`config.mk`:
```
export PLATFORM = sky130hd
export DESIGN_NAME = load_store_unit_flat
export DESIGN_NICKNAME = d
export VERILOG_FILES = /design/src/rtl/load_store_unit_if.sv /design/src/rtl/load_store_unit.sv /design/src/flat_wrapper.sv
export SDC_FILE = /design/constraint.sdc
export NUM_CORES = 1
export LEC_CHECK = 0
export CAP_MARGIN = 30
export CORE_MARGIN = 2
export CORE_UTILIZATION = 42
export DETAILED_ROUTE_END_ITERATION = 10
export GPL_ROUTABILITY_DRIVEN = 0
export PLACE_DENSITY = 0.89
export SYNTH_ARGS = -nofsm -noshare
export SYNTH_HDL_FRONTEND = slang
export SYNTH_SLANG_ARGS = --single-unit
```
`constraint.sdc`:
```
create_clock -name clk -period 2.2 [get_ports clk]
set_clock_uncertainty 0.1 [all_clocks]
set_input_delay 0.33 -clock clk [delete_from_list [all_inputs] [get_ports clk]]
set_output_delay 0.33 -clock clk [all_outputs]
set_load 0.01 [all_outputs]
```
`src/rtl/load_store_unit_if.sv`:
```
// Request, response and data-memory port bundle for load_store_unit.
// Request/response handshake: a transfer occurs on a rising edge where valid and ready are
// both 1; the valid side holds its payload stable until that edge, and ready never depends on valid.
interface load_store_unit_if;
    logic        req_valid;
    logic        req_ready;
    logic        req_write;
    logic [2:0]  req_funct3;
    logic [31:0] req_addr;
    logic [31:0] req_wdata;
    logic        rsp_valid;
    logic        rsp_ready;
    logic [31:0] rsp_rdata;
    logic        rsp_err;
    logic        mem_read_control;
    logic        mem_write_control;
    logic [31:0] mem_addr;
    logic [31:0] mem_wdata;
    logic [31:0] mem_rdata;
    logic [2:0]  dbg_state;

    modport slave (
        input  req_valid, req_write, req_funct3, req_addr, req_wdata, rsp_ready, mem_rdata,
        output req_ready, rsp_valid, rsp_rdata, rsp_err,
        output mem_read_control, mem_write_control, mem_addr, mem_wdata, dbg_state
    );

    modport master (
        output req_valid, req_write, req_funct3, req_addr, req_wdata, rsp_ready, mem_rdata,
        input  req_ready, rsp_valid, rsp_rdata, rsp_err,
        input  mem_read_control, mem_write_control, mem_addr, mem_wdata, dbg_state
    );
endinterface

```
`src/rtl/load_store_unit.sv`:
```
// Load/store unit: RISC-V byte/half/word accesses onto a word-only memory, sub-word stores via RMW.
// Optional macro LSU_MISALIGN_TRAP_EN turns misaligned halfword/word accesses into errors.
module load_store_unit #(
    parameter int MEM_WORDS = 256
) (
    input  logic             clk,
    input  logic             reset_n,
    load_store_unit_if.slave bus
);

    typedef enum logic [2:0] {
        IDLE   = 3'd0,
        ACCESS = 3'd1,
        RMW_RD = 3'd2,
        RMW_WR = 3'd3,
        RESP   = 3'd4
    } state_e;

    localparam logic [32:0] ADDR_LIMIT = 33'(4 * MEM_WORDS);

    state_e      state_q, state_d;
    logic [31:0] addr_q, addr_d;
    logic [31:0] wdata_q, wdata_d;
    logic [31:0] rdata_q, rdata_d;
    logic [2:0]  funct3_q, funct3_d;
    logic        write_q, write_d;
    logic        err_q, err_d;

    logic        funct3_legal;
    logic        out_of_range;
    logic        misaligned;
    logic        req_err;
    logic [4:0]  byte_shift;
    logic [4:0]  half_shift;
    logic [7:0]  lane_byte;
    logic [15:0] lane_half;
    logic [31:0] load_value;
    logic [31:0] merged_word;

    logic        req_ready;
    logic        rsp_valid;
    logic        mem_rd;
    logic        mem_wr;
    logic [31:0] mem_wdata;

    // Request classification, evaluated on the incoming request while IDLE.
    always_comb begin
        if (bus.req_write) begin
            funct3_legal = (bus.req_funct3 == 3'b000) || (bus.req_funct3 == 3'b001) ||
                           (bus.req_funct3 == 3'b010);
        end else begin
            funct3_legal = (bus.req_funct3 == 3'b000) || (bus.req_funct3 == 3'b001) ||
                           (bus.req_funct3 == 3'b010) || (bus.req_funct3 == 3'b100) ||
                           (bus.req_funct3 == 3'b101);
        end
        out_of_range = ({1'b0, bus.req_addr} >= ADDR_LIMIT);
`ifdef LSU_MISALIGN_TRAP_EN
        misaligned = ((bus.req_funct3[1:0] == 2'b01) && bus.req_addr[0]) ||
                     ((bus.req_funct3[1:0] == 2'b10) && (bus.req_addr[1:0] != 2'b00));
`else
        misaligned = 1'b0;
`endif
        req_err = !funct3_legal || out_of_range || misaligned;
    end

    // Lane extraction for loads and lane merge for sub-word stores; addr[0] is ignored for halves.
    always_comb begin
        byte_shift = {addr_q[1:0], 3'b000};
        half_shift = {addr_q[1], 4'b0000};
        lane_byte  = 8'(bus.mem_rdata >> byte_shift);
        lane_half  = 16'(bus.mem_rdata >> half_shift);
        case (funct3_q)
            3'b000:  load_value = {{24{lane_byte[7]}}, lane_byte};
            3'b001:  load_value = {{16{lane_half[15]}}, lane_half};
            3'b100:  load_value = {24'b0, lane_byte};
            3'b101:  load_value = {16'b0, lane_half};
            default: load_value = bus.mem_rdata;
        endcase
        merged_word = bus.mem_rdata;
        if (funct3_q[1:0] == 2'b00) begin
            merged_word[byte_shift +: 8] = wdata_q[7:0];
        end else begin
            merged_word[half_shift +: 16] = wdata_q[15:0];
        end
    end

    always_comb begin
        state_d   = state_q;
        addr_d    = addr_q;
        wdata_d   = wdata_q;
        rdata_d   = rdata_q;
        funct3_d  = funct3_q;
        write_d   = write_q;
        err_d     = err_q;
        req_ready = 1'b0;
        rsp_valid = 1'b0;
        mem_rd    = 1'b0;
        mem_wr    = 1'b0;
        mem_wdata = 32'b0;
        case (state_q)
            IDLE: begin
                // Gated so that req_ready reads 0 while reset is held.
                req_ready = reset_n;
                if (bus.req_valid) begin
                    addr_d   = bus.req_addr;
                    wdata_d  = bus.req_wdata;
                    funct3_d = bus.req_funct3;
                    write_d  = bus.req_write;
                    rdata_d  = 32'b0;
                    err_d    = req_err;
                    if (req_err) begin
                        state_d = RESP;
                    end else if (bus.req_write && (bus.req_funct3[1:0] != 2'b10)) begin
                        state_d = RMW_RD;
                    end else begin
                        state_d = ACCESS;
                    end
                end
            end
            ACCESS: begin
                if (write_q) begin
                    mem_wr    = 1'b1;
                    mem_wdata = wdata_q;
                end else begin
                    mem_rd  = 1'b1;
                    rdata_d = load_value;
                end
                state_d = RESP;
            end
            RMW_RD: begin
                mem_rd  = 1'b1;
                wdata_d = merged_word;
                state_d = RMW_WR;
            end
            RMW_WR: begin
                mem_wr    = 1'b1;
                mem_wdata = wdata_q;
                state_d   = RESP;
            end
            RESP: begin
                rsp_valid = 1'b1;
                if (bus.rsp_ready) begin
                    state_d = IDLE;
                end
            end
            default: state_d = IDLE;
        endcase
    end

    always_ff @(posedge clk or negedge reset_n) begin
        if (!reset_n) begin
            state_q  <= IDLE;
            addr_q   <= 32'b0;
            wdata_q  <= 32'b0;
            rdata_q  <= 32'b0;
            funct3_q <= 3'b0;
            write_q  <= 1'b0;
            err_q    <= 1'b0;
        end else begin
            state_q  <= state_d;
            addr_q   <= addr_d;
            wdata_q  <= wdata_d;
            rdata_q  <= rdata_d;
            funct3_q <= funct3_d;
            write_q  <= write_d;
            err_q    <= err_d;
        end
    end

    assign bus.req_ready         = req_ready;
    assign bus.rsp_valid         = rsp_valid;
    assign bus.rsp_rdata         = rsp_valid ? rdata_q : 32'b0;
    assign bus.rsp_err           = rsp_valid & err_q;
    assign bus.mem_read_control  = mem_rd;
    assign bus.mem_write_control = mem_wr;
    assign bus.mem_addr          = (mem_rd || mem_wr) ? {addr_q[31:2], 2'b00} : 32'b0;
    assign bus.mem_wdata         = mem_wdata;
    assign bus.dbg_state         = state_q;

endmodule

```
`src/flat_wrapper.sv`:
```
// flat-port wrapper written by rule: the top's interface ports become plain ports
module load_store_unit_flat 
#(
    parameter int MEM_WORDS = 256
)
  (clk, reset_n, bus_req_valid, bus_req_write, bus_req_funct3, bus_req_addr, bus_req_wdata, bus_rsp_ready, bus_mem_rdata, bus_req_ready, bus_rsp_valid, bus_rsp_rdata, bus_rsp_err, bus_mem_read_control, bus_mem_write_control, bus_mem_addr, bus_mem_wdata, bus_dbg_state);
  load_store_unit_if bus_i ();
  input  logic clk;
  input  logic reset_n;
  input wire logic [$bits(bus_i.req_valid)-1:0] bus_req_valid;
  input wire logic [$bits(bus_i.req_write)-1:0] bus_req_write;
  input wire logic [$bits(bus_i.req_funct3)-1:0] bus_req_funct3;
  input wire logic [$bits(bus_i.req_addr)-1:0] bus_req_addr;
  input wire logic [$bits(bus_i.req_wdata)-1:0] bus_req_wdata;
  input wire logic [$bits(bus_i.rsp_ready)-1:0] bus_rsp_ready;
  input wire logic [$bits(bus_i.mem_rdata)-1:0] bus_mem_rdata;
  output wire logic [$bits(bus_i.req_ready)-1:0] bus_req_ready;
  output wire logic [$bits(bus_i.rsp_valid)-1:0] bus_rsp_valid;
  output wire logic [$bits(bus_i.rsp_rdata)-1:0] bus_rsp_rdata;
  output wire logic [$bits(bus_i.rsp_err)-1:0] bus_rsp_err;
  output wire logic [$bits(bus_i.mem_read_control)-1:0] bus_mem_read_control;
  output wire logic [$bits(bus_i.mem_write_control)-1:0] bus_mem_write_control;
  output wire logic [$bits(bus_i.mem_addr)-1:0] bus_mem_addr;
  output wire logic [$bits(bus_i.mem_wdata)-1:0] bus_mem_wdata;
  output wire logic [$bits(bus_i.dbg_state)-1:0] bus_dbg_state;
  assign bus_i.req_valid = bus_req_valid;
  assign bus_i.req_write = bus_req_write;
  assign bus_i.req_funct3 = bus_req_funct3;
  assign bus_i.req_addr = bus_req_addr;
  assign bus_i.req_wdata = bus_req_wdata;
  assign bus_i.rsp_ready = bus_rsp_ready;
  assign bus_i.mem_rdata = bus_mem_rdata;
  assign bus_req_ready = bus_i.req_ready;
  assign bus_rsp_valid = bus_i.rsp_valid;
  assign bus_rsp_rdata = bus_i.rsp_rdata;
  assign bus_rsp_err = bus_i.rsp_err;
  assign bus_mem_read_control = bus_i.mem_read_control;
  assign bus_mem_write_control = bus_i.mem_write_control;
  assign bus_mem_addr = bus_i.mem_addr;
  assign bus_mem_wdata = bus_i.mem_wdata;
  assign bus_dbg_state = bus_i.dbg_state;
  load_store_unit #(.MEM_WORDS(MEM_WORDS)) u_core (.clk(clk), .reset_n(reset_n), .bus(bus_i));
endmodule
```
==> run metrics, run 1 <==
Rel. slew slack 46.9%; grt ovf 0; Post-synth EDFFs 0; Unique masters post-synth 60; top-level I/O count 208; power share of the sequential group 42.9%; CTS tree done; Synth area leaders dfrtp_1 (42%), nand2_1 (8.1%), and2_1 (6.4%); largest net degree at the start of global routing 61; ys async rst share 100%; # nets final 1012; Setup TNS Final 0 ps; delay-heaviest family, CP buffers and inverters; Max stage delay on crit path 440 ps; Starting Density 42.7%; post-detail-place hpwl 15900 µm; Switching Share 33.2%; flops & latches, synth 104; layout cells sized above 1 18.2%; Setup Viol. Count Final 0; final worst slack 27.6 ps; most common cell after layout, fill and taps aside nand2_1; leak pwr 4.44 nW; Final ANT Viol Nets 0; cells after synthesis 672; cell area after synthesis 6130 µm²; final hold viol count 0; fin area 8960 µm²; post-synth top area share 42.5%; H-Tree Depth 3; Layout area overhead 46.2%; hold crit path type in -> async; commonest non-fill, non-tap cells in the layout nand2_1 (132), clkdlybuf4s50_1 (105), dfrtp_1 (100), and2_1 (62), dlygate4sd2_1 (61); Setup crit end kind output port; crit path kind reg -> out; via count 6408; CTS Buf Count 9; max cap viols 0; Comb pwr share 28.7%; Worst R2R Path Depth 7; warnings from Yosys 0; DRC viols 0; detailed-router iteration count before antenna repair 6; port bufs 205; die height 125 µm; root buffer cell clkbuf_16; Net Sw Power 1.85 mW; die area 15600 µm²; Worst-Margin Slew 796 ps; crit share post-route 98.7%; unrepaired setup endpoints after global routing true; reg2reg end u_core.wdata_q[6]$_DFFE_PN0P_; FF-to-FF Start u_core.bus.dbg_state[1]$_DFFE_PN0P_; synthesized area per cell 9.12 µm²; first-pass GRT wire length 34800 µm; vias in the first global route 6322; hold slack final 213 ps; Rows 44; routed len/inst 20.7 µm; Clk Latency, worst-skew pair 360 ps; Worst VDD drop 561 µV; vias per inst 5.87; final slew viol count 0; Longest Clk Path Bufs 2; core area 14400 µm²; Die Width 125 µm; Slowest cell on crit path dfrtp_2; Clock power frac 28.4%; GRT Overall Usage 28.5%; Tmin final 2170 ps; ys flop type dfrtp_1; Worst Path Buf+Inv 4; CTS clk-pin slew, worst paths 70 ps; initial antenna violation count 0; dpl ws -89.2 ps; DR iter-0 viols 718; CP startpoint kind flop; WP depth 7; status finished clean; worst path required time 1770 ps; crit path cell chain nand2b_4, nor2_4, buf_12, buf_6, buf_16, and2_1, buf_2; cell taking the most area after synthesis dfrtp_1; CP max FO 8; P_int 3.73 mW; clock sink count 104; Cell Pwr Density 623 nW/µm²; sequential area share after synthesis 42.5%; final wirelength 22600 µm; Worst EP arrival 1740 ps; placed cell areas 8610 µm²; r2r setup slk 70 ps; Max Clk Rate 460 MHz; antenna diode instance count 0
==> synth_stat cells (2+ instances only) <==
library cell  instances
a211o_1               4
a21o_1                8
a21oi_1              21
a21oi_4               2
a221o_1               5
a221oi_1             11
a22o_1               24
a22oi_1              14
a31oi_1               5
and2_1               63
and3_1               36
buf_2                 9
buf_4                 5
buf_6                 3
clkbuf_1             33
dfrtp_1             104
ha_1                  5
inv_1                14
mux2_1                5
mux2_2               22
mux2i_1               4
nand2_1             132
nand2b_1             20
nand3b_1              3
nor2_1               32
nor3_1                3
nor4_1                5
nor4bb_1              2
o21a_1                6
o21ai_0              17
o221ai_1              8
o22ai_1              18
or3b_1                2
==> worst max-delay path by stage <==
stage	start	end	slack (ps)
floorplan	u_core.addr_q[1]$_DFFE_PN0P_	u_core.wdata_q[18]$_DFFE_PN0P_	30
global placement	bus_req_valid	u_core.wdata_q[29]$_DFFE_PN0P_	-50
detailed placement	bus_req_valid	u_core.wdata_q[21]$_DFFE_PN0P_	-90
CTS	u_core.bus.dbg_state[1]$_DFFE_PN0P_	bus_mem_addr[12]	1
global route	u_core.bus.dbg_state[0]$_DFFE_PN0P_	bus_rsp_rdata[23]	-6
finish	u_core.bus.dbg_state[2]$_DFFE_PN0P_	bus_mem_wdata[17]	30
==> registers in the layout, summed over array words and instances, names as in the netlist <==
register and cells:
u_core.addr_q 32, u_core.rdata_q 32, u_core.wdata_q 32, u_core.bus.dbg_state 3
u_core.funct3_q 3, u_core.err_q 1, u_core.write_q 1
==> through the flow <==
step           total power, mW  util [%]  instances
3_5_place_dp              3.92      59.9       1060
6_report                  5.59      62.4       1091
5_1_grt                   5.83      62.4       1091
3_3_place_gp              3.85      59.8       1059
4_1_cts                   5.50      62.1       1086
2_1_floorplan             3.26         -        673
==> kinds of logic after synthesis <==
| group | Yosys count | synth area share, % |
|---|---|---|
| and+or+nand+nor | 310 | 26.1 |
| adders and majority gates | 5 | 1.02 |
| DFF | 104 | 42.5 |
| buffers and inverters | 65 | 4.86 |
| muxes | 33 | 6.23 |
| AOI/OAI and AO/OA | 154 | 19.3 |
| other | 1 | 0.0612 |
==> power groups by stage <==
stage	logic, mW	registers, mW	clock network [mW]
final	1.60	2.40	1.59
after global routing	1.72	2.43	1.68
after CTS	1.52	2.38	1.60
after detailed placement	1.51	2.41	0
after global placement	1.45	2.40	0
after floorplan	0.925	2.34	0
==> metal layers <==
layer,vias up,track usage (%),wire [µm]
met5,-,0,0
li1,2830,-,-
met3,70,8.16,2570
met2,450,46.5,10700
met4,0,11.2,836
met1,3058,35.9,8510
==> what timing repair did <==
item | in CTS | in global routing
gates resized for setup | 207 | 17
gates cloned | 3 | 1
buffers inserted | 7 | 5
pin swaps | 2 | 3
hold buffers | 1 | 0
endpoints found under the hold margin | 1 | 0
endpoints found under the setup margin | 99 | 76
==> area by class of cell <==
class / instances / area, µm²
Timing Repair Buffer: 270 / 2500
Tap cell: 184 / 230
Fill cell: 1188 / 5410
Multi-Input combinational cell: 504 / 3290
Inverter: 14 / 52.6
Clock buffer: 12 / 256
Clock inverter: 3 / 25.0
Sequential cell: 104 / 2610
(Power assumes the default switching activity.)
==> inputs of run 2 (changes only) <==
--- a/config.mk
+++ b/config.mk
@@ -7,10 +7,12 @@
 export LEC_CHECK = 0
 export CAP_MARGIN = 30
 export CORE_MARGIN = 2
-export CORE_UTILIZATION = 42
+export CORE_UTILIZATION = 43
+export CTS_BUF_LIST = sky130_fd_sc_hd__clkbuf_2 sky130_fd_sc_hd__clkbuf_4 sky130_fd_sc_hd__clkbuf_8
+export CTS_CLUSTER_DIAMETER = 30
 export DETAILED_ROUTE_END_ITERATION = 10
 export GPL_ROUTABILITY_DRIVEN = 0
-export PLACE_DENSITY = 0.89
+export PLACE_DENSITY = 0.9
 export SYNTH_ARGS = -nofsm -noshare
 export SYNTH_HDL_FRONTEND = slang
 export SYNTH_SLANG_ARGS = --single-unit
==> run metrics, run 2 (synthesized netlist as in run 1, its figures left out) <==
unrepaired setup endpoints after global routing true; crit share post-route 99.0%; # nets final 1015; top-level I/O count 208; most common cell after layout, fill and taps aside nand2_1; vias in the first global route 6228; worst path required time 2420 ps; final wirelength 22900 µm; Worst EP arrival 2400 ps; DR iter-0 viols 659; commonest non-fill, non-tap cells in the layout nand2_1 (132), clkdlybuf4s50_1 (105), dfrtp_1 (101), and2_1 (62), clkbuf_2 (45); grt ovf 0; clock sink count 104; post-detail-place hpwl 15400 µm; Worst-Margin Slew 689 ps; placed cell areas 8560 µm²; die area 15200 µm²; Setup crit end kind flop; Rel. slew slack 54.0%; CP startpoint kind flop; Starting Density 44.1%; initial antenna violation count 0; H-Tree Depth 3; port bufs 205; Final Util 63.9%; DRC viols 0; routed len/inst 21.0 µm; root buffer cell clkbuf_8; final slew viol count 0; hold slack final 354 ps; Layout area overhead 44.7%; GRT Overall Usage 28.6%; dpl ws -75.9 ps; FF-to-FF Start u_core.addr_q[1]$_DFFE_PN0P_; Setup TNS Final 0 ps; detailed-router iteration count before antenna repair 6; via count 6496; max cap viols 0; Setup Viol. Count Final 0; Tmin final 2180 ps; Regs by FF count u_core.addr_q (32), u_core.rdata_q (32), u_core.wdata_q (32); hold depth 3; hold crit path type in -> reg; fillers 1121; fin area 8870 µm²; Worst VDD drop 312 µV; Clk Latency, worst-skew pair 400 ps; Longest Clk Path Bufs 2; final worst slack 21.2 ps; antenna diode instance count 0; crit path kind reg -> reg; Worst R2R Path Depth 6; Final ANT Viol Nets 0; Cell Pwr Density 586 nW/µm²; CTS tree done; Min-Delay Endpoint u_core.addr_q[2]$_DFFE_PN0P_; Die Width 123 µm; first-pass GRT wire length 33100 µm; min-delay src bus_req_addr[2]; vias per inst 5.95; status finished clean; final hold viol count 0; Rows 43; reg2reg end u_core.wdata_q[18]$_DFFE_PN0P_; largest net degree at the start of global routing 105; r2r setup slk 20 ps; layout cells sized above 1 23.8%; die height 123 µm; CP max FO 5; CTS Buf Count 9; leak pwr 4.54 nW; CTS clk-pin slew, worst paths 110 ps; Max Clk Rate 459 MHz; core area 13900 µm²
==> run 2: cell count changes in the layout (fill, tap and decap cells not counted), moves of 5 or more <==
cell             previous run  this run
buf_2                      24        34
clkdlybuf4s15_2             8         0
clkbuf_2                    0        45
buf_4                      52        41
buf_12                      7        12
clkbuf_16                  10         5
dlymetal6s2s_1              0        16
clkbuf_8                    2        10
dlygate4sd2_1              61         1
==> run 2: worst max-delay path by stage <==
stage | start | to | slack (ps) | cells after the start
after detailed placement | bus_req_valid | u_core.bus.dbg_state[1]$_DFFE_PN0P_ | -80 | 5
after CTS | u_core.bus.dbg_state[1]$_DFFE_PN0P_ | bus_rsp_rdata[8] | -250 | 4
final | u_core.addr_q[1]$_DFFE_PN0P_ | u_core.wdata_q[18]$_DFFE_PN0P_ | 20 | 6
after floorplan | u_core.addr_q[1]$_DFFE_PN0P_ | u_core.wdata_q[18]$_DFFE_PN0P_ | 30 | 9
after global placement | bus_req_valid | u_core.wdata_q[28]$_DFFE_PN0P_ | -20 | 5
after global routing | u_core.addr_q[1]$_DFFE_PN0P_ | u_core.wdata_q[19]$_DFFE_PN0P_ | -60 | 7
==> run 2: worst max-delay path: stages, from the launching register on <==
cell and delay (ps):
dfrtp_2 420, inv_2 90, ha_4 290, nor4bb_1 490, a221oi_1 160, a211o_1 350
a31oi_1 210
==> run 2: area by class of cell <==
type / count / area [µm²] / area share [%]
clock buffers: 11 / 145 / 1.64
clock inverters: 5 / 32.5 / 0.367
inverters: 14 / 52.6 / 0.593
multi-input cells: 504 / 3300 / 37.2
flip-flops and latches: 104 / 2610 / 29.4
well taps: 180 / 225 / 2.54
repair buffers: 273 / 2510 / 28.3
==> run 2: what timing repair did <==
action | in CTS | in global routing
resized for setup | 197 | 139
endpoints found under the setup margin | 99 | 122
endpoints found under the hold margin | 101 | 0
hold buffers | 1 | 0
buffers inserted | 4 | 15
pin swaps | 1 | 8
gates cloned | 2 | 5
==> run 2: power breakdown <==
part,total (mW),switching [mW],internal (mW)
clock network,1.17,0.721,0.452
logic,1.63,0.886,0.739
registers,2.40,0.229,2.17
==> run 2: per-layer routing <==
metal  global-route usage [%]  wire length [µm]
met2                     46.3             10300
met4                     13.8              1310
met5                        0                 0
met3                     7.06              2780
met1                     35.8              8460
==> run 2: stage by stage <==
stage,cells,total power [mW]
finish,1091,5.20
global route,1091,5.42
CTS,1072,5.06
detailed placement,1049,3.91
global placement,1048,3.85
floorplan,673,3.26
==> inputs of run 3 (changes only) <==
--- a/config.mk
+++ b/config.mk
@@ -5,7 +5,7 @@
 export SDC_FILE = /design/constraint.sdc
 export NUM_CORES = 1
 export LEC_CHECK = 0
-export CAP_MARGIN = 30
+export CAP_MARGIN = 20
 export CORE_MARGIN = 2
 export CORE_UTILIZATION = 43
 export CTS_BUF_LIST = sky130_fd_sc_hd__clkbuf_2 sky130_fd_sc_hd__clkbuf_4 sky130_fd_sc_hd__clkbuf_8
==> run metrics, run 3 (synthesized netlist as in run 1, its figures left out) <==
Worst EP arrival 1870 ps; Setup crit end kind output port; hold crit path type in -> reg; unrepaired setup endpoints after global routing true; Clk Latency, worst-skew pair 400 ps; H-Tree Depth 3; # nets final 1019; vias in the first global route 6251; CTS Buf Count 9; final worst slack -95.9 ps; grt ovf 0; hold depth 3; Longest Clk Path Bufs 2; port bufs 205; via count 6597; Tmin final 2300 ps; routed len/inst 21.4 µm; CTS tree done; Worst VDD drop 347 µV; vias per inst 6.02; dpl ws -86.6 ps; fin area 8970 µm²; CP max FO 8; placed cell areas 8550 µm²; Final Util 64.6%; Setup TNS Final -1400 ps; Setup Viol. Count Final 25; Die Width 123 µm; final slew viol count 0; post-detail-place hpwl 15400 µm; CP startpoint kind flop; GRT Overall Usage 28.3%; worst path required time 1770 ps; Regs by FF count u_core.addr_q (32), u_core.rdata_q (32), u_core.wdata_q (32); failing checks setup timing; die height 123 µm; Starting Density 44.1%; Worst-Margin Slew 640 ps; Rel. slew slack 57.3%; final hold viol count 0; crit path kind reg -> out; most common cell after layout, fill and taps aside nand2_1; CTS clk-pin slew, worst paths 90 ps; commonest non-fill, non-tap cells in the layout nand2_1 (131), clkdlybuf4s50_1 (105), dfrtp_1 (101), and2_1 (63), clkbuf_2 (60); Final ANT Viol Nets 0; Max Clk Rate 436 MHz; max cap viols 0; core area 13900 µm²; first-pass GRT wire length 32900 µm; top-level I/O count 208; detailed-router iteration count before antenna repair 6; Worst R2R Path Depth 8; fillers 1121; DRC viols 0; die area 15200 µm²; antenna diode instance count 0; clock sink count 104; largest net degree at the start of global routing 105; Rows 43; root buffer cell clkbuf_8; final wirelength 23400 µm; layout cells sized above 1 22.8%; Layout area overhead 46.4%; status complete, but fails checks; initial antenna violation count 0; leak pwr 4.62 nW; crit share post-route 104%; Cell Pwr Density 588 nW/µm²; DR iter-0 viols 857
run 3: report_power, final:
part / switching [mW] / internal, mW
sequential: 0.229 / 2.17
combinational: 0.898 / 0.728
clock: 0.718 / 0.534
total: 1.85 / 3.43
run 3: final cells by class:
| class | instances | area, µm² | area share (%) |
|---|---|---|---|
| Multi-Input combinational cell | 504 | 3310 | 36.9 |
| Sequential cell | 104 | 2610 | 29.1 |
| Timing Repair Buffer | 277 | 2580 | 28.8 |
| Tap cell | 180 | 225 | 2.51 |
| Clock buffer | 10 | 131 | 1.46 |
| Clock inverter | 6 | 60.1 | 0.670 |
| Inverter | 14 | 52.6 | 0.586 |
run 3: timing repair:
item,4_1_cts,5_1_grt
endpoints found under the hold margin,68,0
gates resized for setup,127,151
setup endpoints to repair,99,121
pin swaps,1,7
buffers inserted,4,16
hold buffers,1,0
cloned,1,8
run 3: path summary, 6_finish.rpt:
path                                                      from                             end  slack (ps)
setup reg to reg           u_core.bus.dbg_state[1]$_DFFE_PN0P_   u_core.wdata_q[6]$_DFFE_PN0P_         -70
hold reg to reg                  u_core.addr_q[24]$_DFFE_PN0P_   u_core.addr_q[24]$_DFFE_PN0P_         370
min in group asynchronous                              reset_n  u_core.wdata_q[13]$_DFFE_PN0P_         470
hold / removal                                 bus_req_addr[5]    u_core.addr_q[5]$_DFFE_PN0P_         360
setup / recovery           u_core.bus.dbg_state[1]$_DFFE_PN0P_               bus_mem_wdata[14]        -100
max in group asynchronous                              reset_n    u_core.addr_q[1]$_DFFE_PN0P_         990
run 3: critical path, cell delays in order, from the launching register on:
cell       delay, ps
dfrtp_2          470
buf_6            140
nor2_4            90
nor2_4            50
buf_12           140
buf_4            140
clkbuf_16        150
and2_1           170
clkbuf_2         140
run 3: through the flow:
step | total power [mW] | hold WS (ps) | instances
after floorplan | 3.26 | -65.6 | 673
after global placement | 3.85 | 348 | 1048
after detailed placement | 3.91 | 355 | 1048
after CTS | 5.13 | 350 | 1070
after global routing | 5.49 | 391 | 1095
final | 5.28 | 363 | 1095
run 3: layer usage:
layer / vias to the layer above / global-route usage [%] / wire length, µm
li1: 2846 / - / -
met1: 3112 / 35.7 / 8530
met2: 524 / 45.1 / 10600
met3: 115 / 6.83 / 2960
met4: 0 / 14.2 / 1270
met5: - / 0 / 0
